[config.mk]
export PLATFORM = sky130hd
export DESIGN_NAME = add_pipe_n
export DESIGN_NICKNAME = d
export VERILOG_FILES = /design/src/rtl/add_pkg.sv /design/src/rtl/add_chunk.sv /design/src/rtl/add_pipe_n.sv
export SDC_FILE = /design/constraint.sdc
export NUM_CORES = 1
export LEC_CHECK = 0
export ABC_AREA = 0
export CORE_ASPECT_RATIO = 0.9
export CORE_UTILIZATION = 49
export CTS_CLUSTER_DIAMETER = 120
export DETAILED_ROUTE_END_ITERATION = 8
export HOLD_SLACK_MARGIN = 0.08
export MAX_ROUTING_LAYER = met4
export PLACE_DENSITY = 0.75
export SLEW_MARGIN = 20
export SYNTH_ARGS = -nofsm -noshare
export SYNTH_HDL_FRONTEND = slang
export SYNTH_SLANG_ARGS = --single-unit
[constraint.sdc]
create_clock -name clk -period 5.2 [get_ports clk]
set_input_delay 1.04 -clock clk [delete_from_list [all_inputs] [get_ports clk]]
set_output_delay 1.04 -clock clk [all_outputs]
set_load 0.005 [all_outputs]
[src/rtl/add_pkg.sv]
// Shared definitions for the chunked pipelined adder: operation encodings
// and the stage-count helper used by the top level.
package add_pkg;

  localparam logic MODE_ADD = 1'b0;
  localparam logic MODE_SUB = 1'b1;

  function automatic int calc_stages(input int width, input int chunk);
    return width / chunk;
  endfunction

endpackage

[src/rtl/add_chunk.sv]
// Combinational CHUNK-bit adder slice; also reports the carry into its top
// bit so the final slice can derive signed overflow.
module add_chunk #(
  parameter int CHUNK = 8
) (
  input  logic [CHUNK-1:0] a,
  input  logic [CHUNK-1:0] b,
  input  logic             ci,
  output logic [CHUNK-1:0] s,
  output logic             co,
  output logic             c_msb
);

  always_comb begin
    {co, s} = {1'b0, a} + {1'b0, b} + {{CHUNK{1'b0}}, ci};
    // Sum bit = a ^ b ^ carry-in, so the carry-in is recovered by XOR.
    c_msb   = a[CHUNK-1] ^ b[CHUNK-1] ^ s[CHUNK-1];
  end

endmodule

[src/rtl/add_pipe_n.sv]
// WIDTH-bit adder/subtractor pipelined as WIDTH/CHUNK carry-ripple stages
// with valid/ready flow control and a single global stall.
module add_pipe_n
  import add_pkg::*;
#(
  parameter int WIDTH = 32,
  parameter int CHUNK = 8
) (
  input  logic             clk,
  input  logic             rst,
  input  logic             in_valid,
  output logic             in_ready,
  input  logic [WIDTH-1:0] A,
  input  logic [WIDTH-1:0] B,
  input  logic             CI,
  input  logic             SUB,
  output logic             out_valid,
  input  logic             out_ready,
  output logic [WIDTH-1:0] S,
  output logic             CO,
  output logic             OV
);

  localparam int STAGES = calc_stages(WIDTH, CHUNK);
  localparam int LAST   = STAGES - 1;

  if ((WIDTH % CHUNK) != 0 || STAGES < 1) begin : g_bad_width
    $error("add_pipe_n: WIDTH must be a positive multiple of CHUNK");
  end

  logic             advance;
  logic [WIDTH-1:0] a_d   [STAGES];
  logic [WIDTH-1:0] b_d   [STAGES];
  logic [WIDTH-1:0] s_in  [STAGES];
  logic             c_in  [STAGES];
  logic             vld_in[STAGES];

  logic [CHUNK-1:0] ch_s   [STAGES];
  logic             ch_co  [STAGES];
  logic             ch_msb [STAGES];

  logic [WIDTH-1:0] a_q [STAGES];
  logic [WIDTH-1:0] b_q [STAGES];
  logic [WIDTH-1:0] s_q [STAGES];
  logic [WIDTH-1:0] s_d [STAGES];
  logic [STAGES-1:0] vld_q, vld_d, c_q, c_d;
  logic             ov_q, ov_d;

  // Stage inputs: stage 0 takes the ports, stage k takes stage k-1 registers.
  always_comb begin
    advance = !vld_q[LAST] || out_ready;
    for (int k = 0; k < STAGES; k++) begin
      if (k == 0) begin
        a_d[k]    = A;
        b_d[k]    = (SUB == MODE_SUB) ? ~B : B;
        s_in[k]   = '0;
        c_in[k]   = CI;
        vld_in[k] = in_valid;
      end else begin
        a_d[k]    = a_q[k-1];
        b_d[k]    = b_q[k-1];
        s_in[k]   = s_q[k-1];
        c_in[k]   = c_q[k-1];
        vld_in[k] = vld_q[k-1];
      end
    end
  end

  for (genvar k = 0; k < STAGES; k++) begin : g_stage
    add_chunk #(.CHUNK(CHUNK)) u_chunk (
      .a     (a_d[k][k*CHUNK +: CHUNK]),
      .b     (b_d[k][k*CHUNK +: CHUNK]),
      .ci    (c_in[k]),
      .s     (ch_s[k]),
      .co    (ch_co[k]),
      .c_msb (ch_msb[k])
    );
  end

  // Each stage drops its finished chunk into the travelling partial sum.
  always_comb begin
    vld_d = '0;
    c_d   = '0;
    for (int k = 0; k < STAGES; k++) begin
      s_d[k]                   = s_in[k];
      s_d[k][k*CHUNK +: CHUNK] = ch_s[k];
      c_d[k]                   = ch_co[k];
      vld_d[k]                 = vld_in[k];
    end
    ov_d = ch_msb[LAST] ^ ch_co[LAST];
  end

  always_ff @(posedge clk or posedge rst) begin
    if (rst) begin
      vld_q <= '0;
      c_q   <= '0;
      ov_q  <= 1'b0;
      for (int k = 0; k < STAGES; k++) s_q[k] <= '0;
    end else if (advance) begin
      vld_q <= vld_d;
      c_q   <= c_d;
      ov_q  <= ov_d;
      for (int k = 0; k < STAGES; k++) s_q[k] <= s_d[k];
    end
  end

  // Operand bits are pure data; stale values behind an invalid stage are harmless.
  always_ff @(posedge clk) begin
    if (advance) begin
      for (int k = 0; k < STAGES; k++) begin
        a_q[k] <= a_d[k];
        b_q[k] <= b_d[k];
      end
    end
  end

  assign in_ready  = advance;
  assign out_valid = vld_q[LAST];
  assign S         = s_q[LAST];
  assign CO        = c_q[LAST];
  assign OV        = ov_q;

endmodule

==> impl_metrics.py <==
metrics = {
    "run_status": {
        "status": "finished clean",
    },
    "global_route": {
        "antenna_found_initial": 1,
        "grtUsageTotal_pct": 18.82,
        "grt_pass1_wl_um": 22640,
        "grt_pass1_vias": 4908,
        "overflow": 0,
        "grt_max_degree": 100,
    },
    "synth": {
        "synth_top_area_share_pct": 37.26,
        "yosysMostFrequentCell": "nand2_1",
        "syn_inst": 631,
        "seq_area_frac_synth_pct": 66.05,
        "synth-edff-count": 96,
        "syn-num-nets": 737,
        "avgSynthCellArea_sq_um": 12.26,
        "synth_area_leaders": "edfxtp_1 37%, dfrtp_1 29%, nand2_1 9.5%, ha_1 4.5%, xor2_1 4.5%",
        "yosys-top-cells-count": "196 x nand2_1, 96 x edfxtp_1, 89 x dfrtp_1",
        "yosys_register_bits": 185,
        "synth_warnings": 0,
        "synth.distinct_cells": 48,
        "netlist_area_sq_mm": 0.007736,
        "synthArstFlopShare_pct": 48.11,
        "ys.flop_type": "edfxtp_1",
        "yosysTopAreaCell": "edfxtp_1",
    },
    "place": {
        "io_buffers": 105,
        "dp.cells": 919,
        "postPlaceCellArea_sq_mm": 0.008989,
        "globalplace.congestion": 0.8686,
        "dp_hpwl_um": 9055,
    },
    "clock_tree": {
        "cts.repair.resized": 0,
        "post_cts_buffers": 0,
        "cts_hold_buf": 0,
        "cts_tree": "done",
        "cts.sinks": 185,
        "htree_levels": 4,
        "numCtsBuffers": 17,
        "clock_path_buffers": 2,
        "clk_latency_ps": 420,
        "root_buffer": "clkbuf_16",
        "path_clk_slew_ps": 70,
    },
    "floorplan": {
        "rows": 43,
        "core-area_sq_mm": 0.01544,
        "ioPinCount": 106,
        "fp.dieH_um": 121.2,
        "dieArea_sq_mm": 0.01629,
        "chipWidth_um": 134.4,
        "start_util_pct": 50.10,
    },
    "pwr": {
        "power.density_mw_per_mm2": 569.4,
        "max-vdd-ir-drop_mv": 0.4203,
        "p_total_mw": 5.454,
        "p_leak_nw": 4.089,
    },
    "timing": {
        "hold_ws_ps": 413.8,
        "hold_viol": 0,
        "setup_tns_ps": 0,
        "tightestPinTransition_ps": 965.6,
        "max_slew_margin_pct": 35.62,
        "rsz0062_at_grt": "no",
        "max_freq_ghz": 0.2816,
        "slew_violations": 0,
        "clock_skew_ps": 6.669,
        "min_period_ps": 3551,
        "finalSetupViolations": 0,
        "period_share_pct": 68.28,
    },
    "worst_setup_path": {
        "path_depth": 4,
        "cp-endpoint": "in_ready",
        "crit_chain": "clkdlybuf4s50_1, nor2b_4, inv_6, clkdlybuf4s50_1",
        "slowest_stage": "clkdlybuf4s50_1",
        "slowest_delay_ps": 630,
        "path_buf_inv": 3,
        "start_kind": "primary input",
        "required_ps": 4160,
        "reg2regPathDepth": 7,
        "path_class": "primary input to primary output",
        "cp-end-kind": "primary output",
        "crit_path_max_fanout": 46,
        "rr_startpoint": "a_q[0][8]$_DFFE_PP_",
        "rr_endpoint": "c_q[1]$_DFFE_PP0P_",
        "rrSetupSlack_ps": 2670,
        "crit_family": "buffers and inverters",
        "worstPathArrival_ps": 2510,
        "cp-startpoint": "out_ready",
        "crit_top_cell": "clkdlybuf4s50_1",
    },
    "route": {
        "drt_iter0_drc": 367,
        "drcViolationCount": 0,
        "num_vias": 4810,
        "wl_per_cell_um": 14.35,
        "routed_wirelength_um": 13660,
        "vias_per_cell": 5.053,
        "final_antenna_net_count": 0,
        "first_pass_iters": 4,
    },
    "worst_hold_path": {
        "worstHoldPathType": "flip-flop to flip-flop",
        "worstHoldPathCells": 0,
    },
    "cells_and_area": {
        "layout-drive-gt1-share_pct": 5.874,
        "area_growth_pct": 23.81,
        "stdcell_count": 952,
        "fin_area_sq_mm": 0.009578,
        "fin_nets": 842,
    },
    "job": {
        "max-cap-violations": 0,
    },
}
-- worst min path at each step --
stage	endpoint	slack, ps	startpoint
after floorplan	a_q[1][16]$_DFFE_PP_	400	a_q[0][16]$_DFFE_PP_
after global placement	b_q[1][29]$_DFFE_PP_	400	b_q[0][29]$_DFFE_PP_
after detailed placement	a_q[2][28]$_DFFE_PP_	400	a_q[1][28]$_DFFE_PP_
after CTS	b_q[2][31]$_DFFE_PP_	420	b_q[1][31]$_DFFE_PP_
after global routing	b_q[2][31]$_DFFE_PP_	420	b_q[1][31]$_DFFE_PP_
final	a_q[2][28]$_DFFE_PP_	410	a_q[1][28]$_DFFE_PP_
-- layer usage --
metal,track usage [%],share of wire (%),up-vias
li1,-,-,2363
met1,22.06,44,2319
met2,31.12,50,108
met3,5.138,4.8,20
met4,7.163,1.6,0
met5,-,0,-
-- placed cells by master (no fill, tap or decap), types with 3 or more instances in the layout --
| master | count |
|---|---|
| xor2_1 | 40 |
| o21ai_1 | 14 |
| clkbuf_16 | 17 |
| a21o_1 | 5 |
| edfxtp_1 | 96 |
| o31ai_1 | 5 |
| nand2_1 | 196 |
| fa_1 | 8 |
| clkdlybuf4s50_1 | 104 |
| dfrtp_1 | 89 |
| xnor2_1 | 9 |
| ha_1 | 28 |
| a211oi_1 | 6 |
| a31oi_1 | 3 |
| buf_4 | 5 |
| o211ai_1 | 3 |
| a21oi_1 | 20 |
| o21bai_1 | 4 |
| clkinv_4 | 3 |
| bufinv_16 | 3 |
| a21oi_2 | 3 |
| inv_1 | 11 |
| nand2b_1 | 3 |
| nor3_1 | 9 |
| nor2_1 | 21 |
| clkinv_2 | 4 |
| o41a_1 | 3 |
-- power breakdown --
group / switching [mW] / internal [mW] / total [mW]
Combinational: 0.914 / 0.822 / 1.74
Clock: 0.524 / 0.752 / 1.28
Sequential: 0.266 / 2.18 / 2.44
-- cells by family (layout without fill, tap and decap cells) --
| kind of cell | after synthesis | count (layout) | share of synthesized area (%) |
|---|---|---|---|
| XOR/XNOR | 49 | 49 | 5.548 |
| AO/OA/AOI/OAI | 79 | 79 | 7.100 |
| flip-flops | 185 | 185 | 66.05 |
| adder cells (fa/ha/maj) | 36 | 36 | 6.599 |
| other | 0 | 1 | 0 |
| multiplexers | 2 | 2 | 0.2749 |
| buffers and inverters | 38 | 156 | 1.941 |
| AND/OR/NAND/NOR | 242 | 242 | 12.49 |
-- registers in the layout, indices dropped and copies added, names as in the netlist --
register and count:
b_q 48, vld_q 4, OV 1, c_q 4, a_q 48, s_d 48, S 32
-- cell type report --
type | instances | area (sq um)
diodes | 1 | 2.502
repair buffers | 110 | 1084
well taps | 202 | 252.7
flip-flops and latches | 185 | 5110
multi-input cells | 408 | 2484
fillers | 1189 | 5863
clock inverters | 13 | 153.9
clock buffers | 19 | 432.9
inverters | 14 | 58.81
-- worst register-to-register path: stages, from the launching register on --
cell	delay, ps
edfxtp_1	400
fa_1	490
fa_1	440
a21o_1	190
a21oi_2	200
nor2_1	60
o311a_1	310
o41a_1	310
-- metrics by stage --
step | util (%) | setup slack, ps
floorplan | - | 42.48
global placement | 58.21 | 1627
detailed placement | 58.21 | 1634
CTS | 62.01 | 1627
global route | 62.03 | 1558
finish | 62.03 | 1649
No activity file was read; power rests on OpenSTA's default activity.
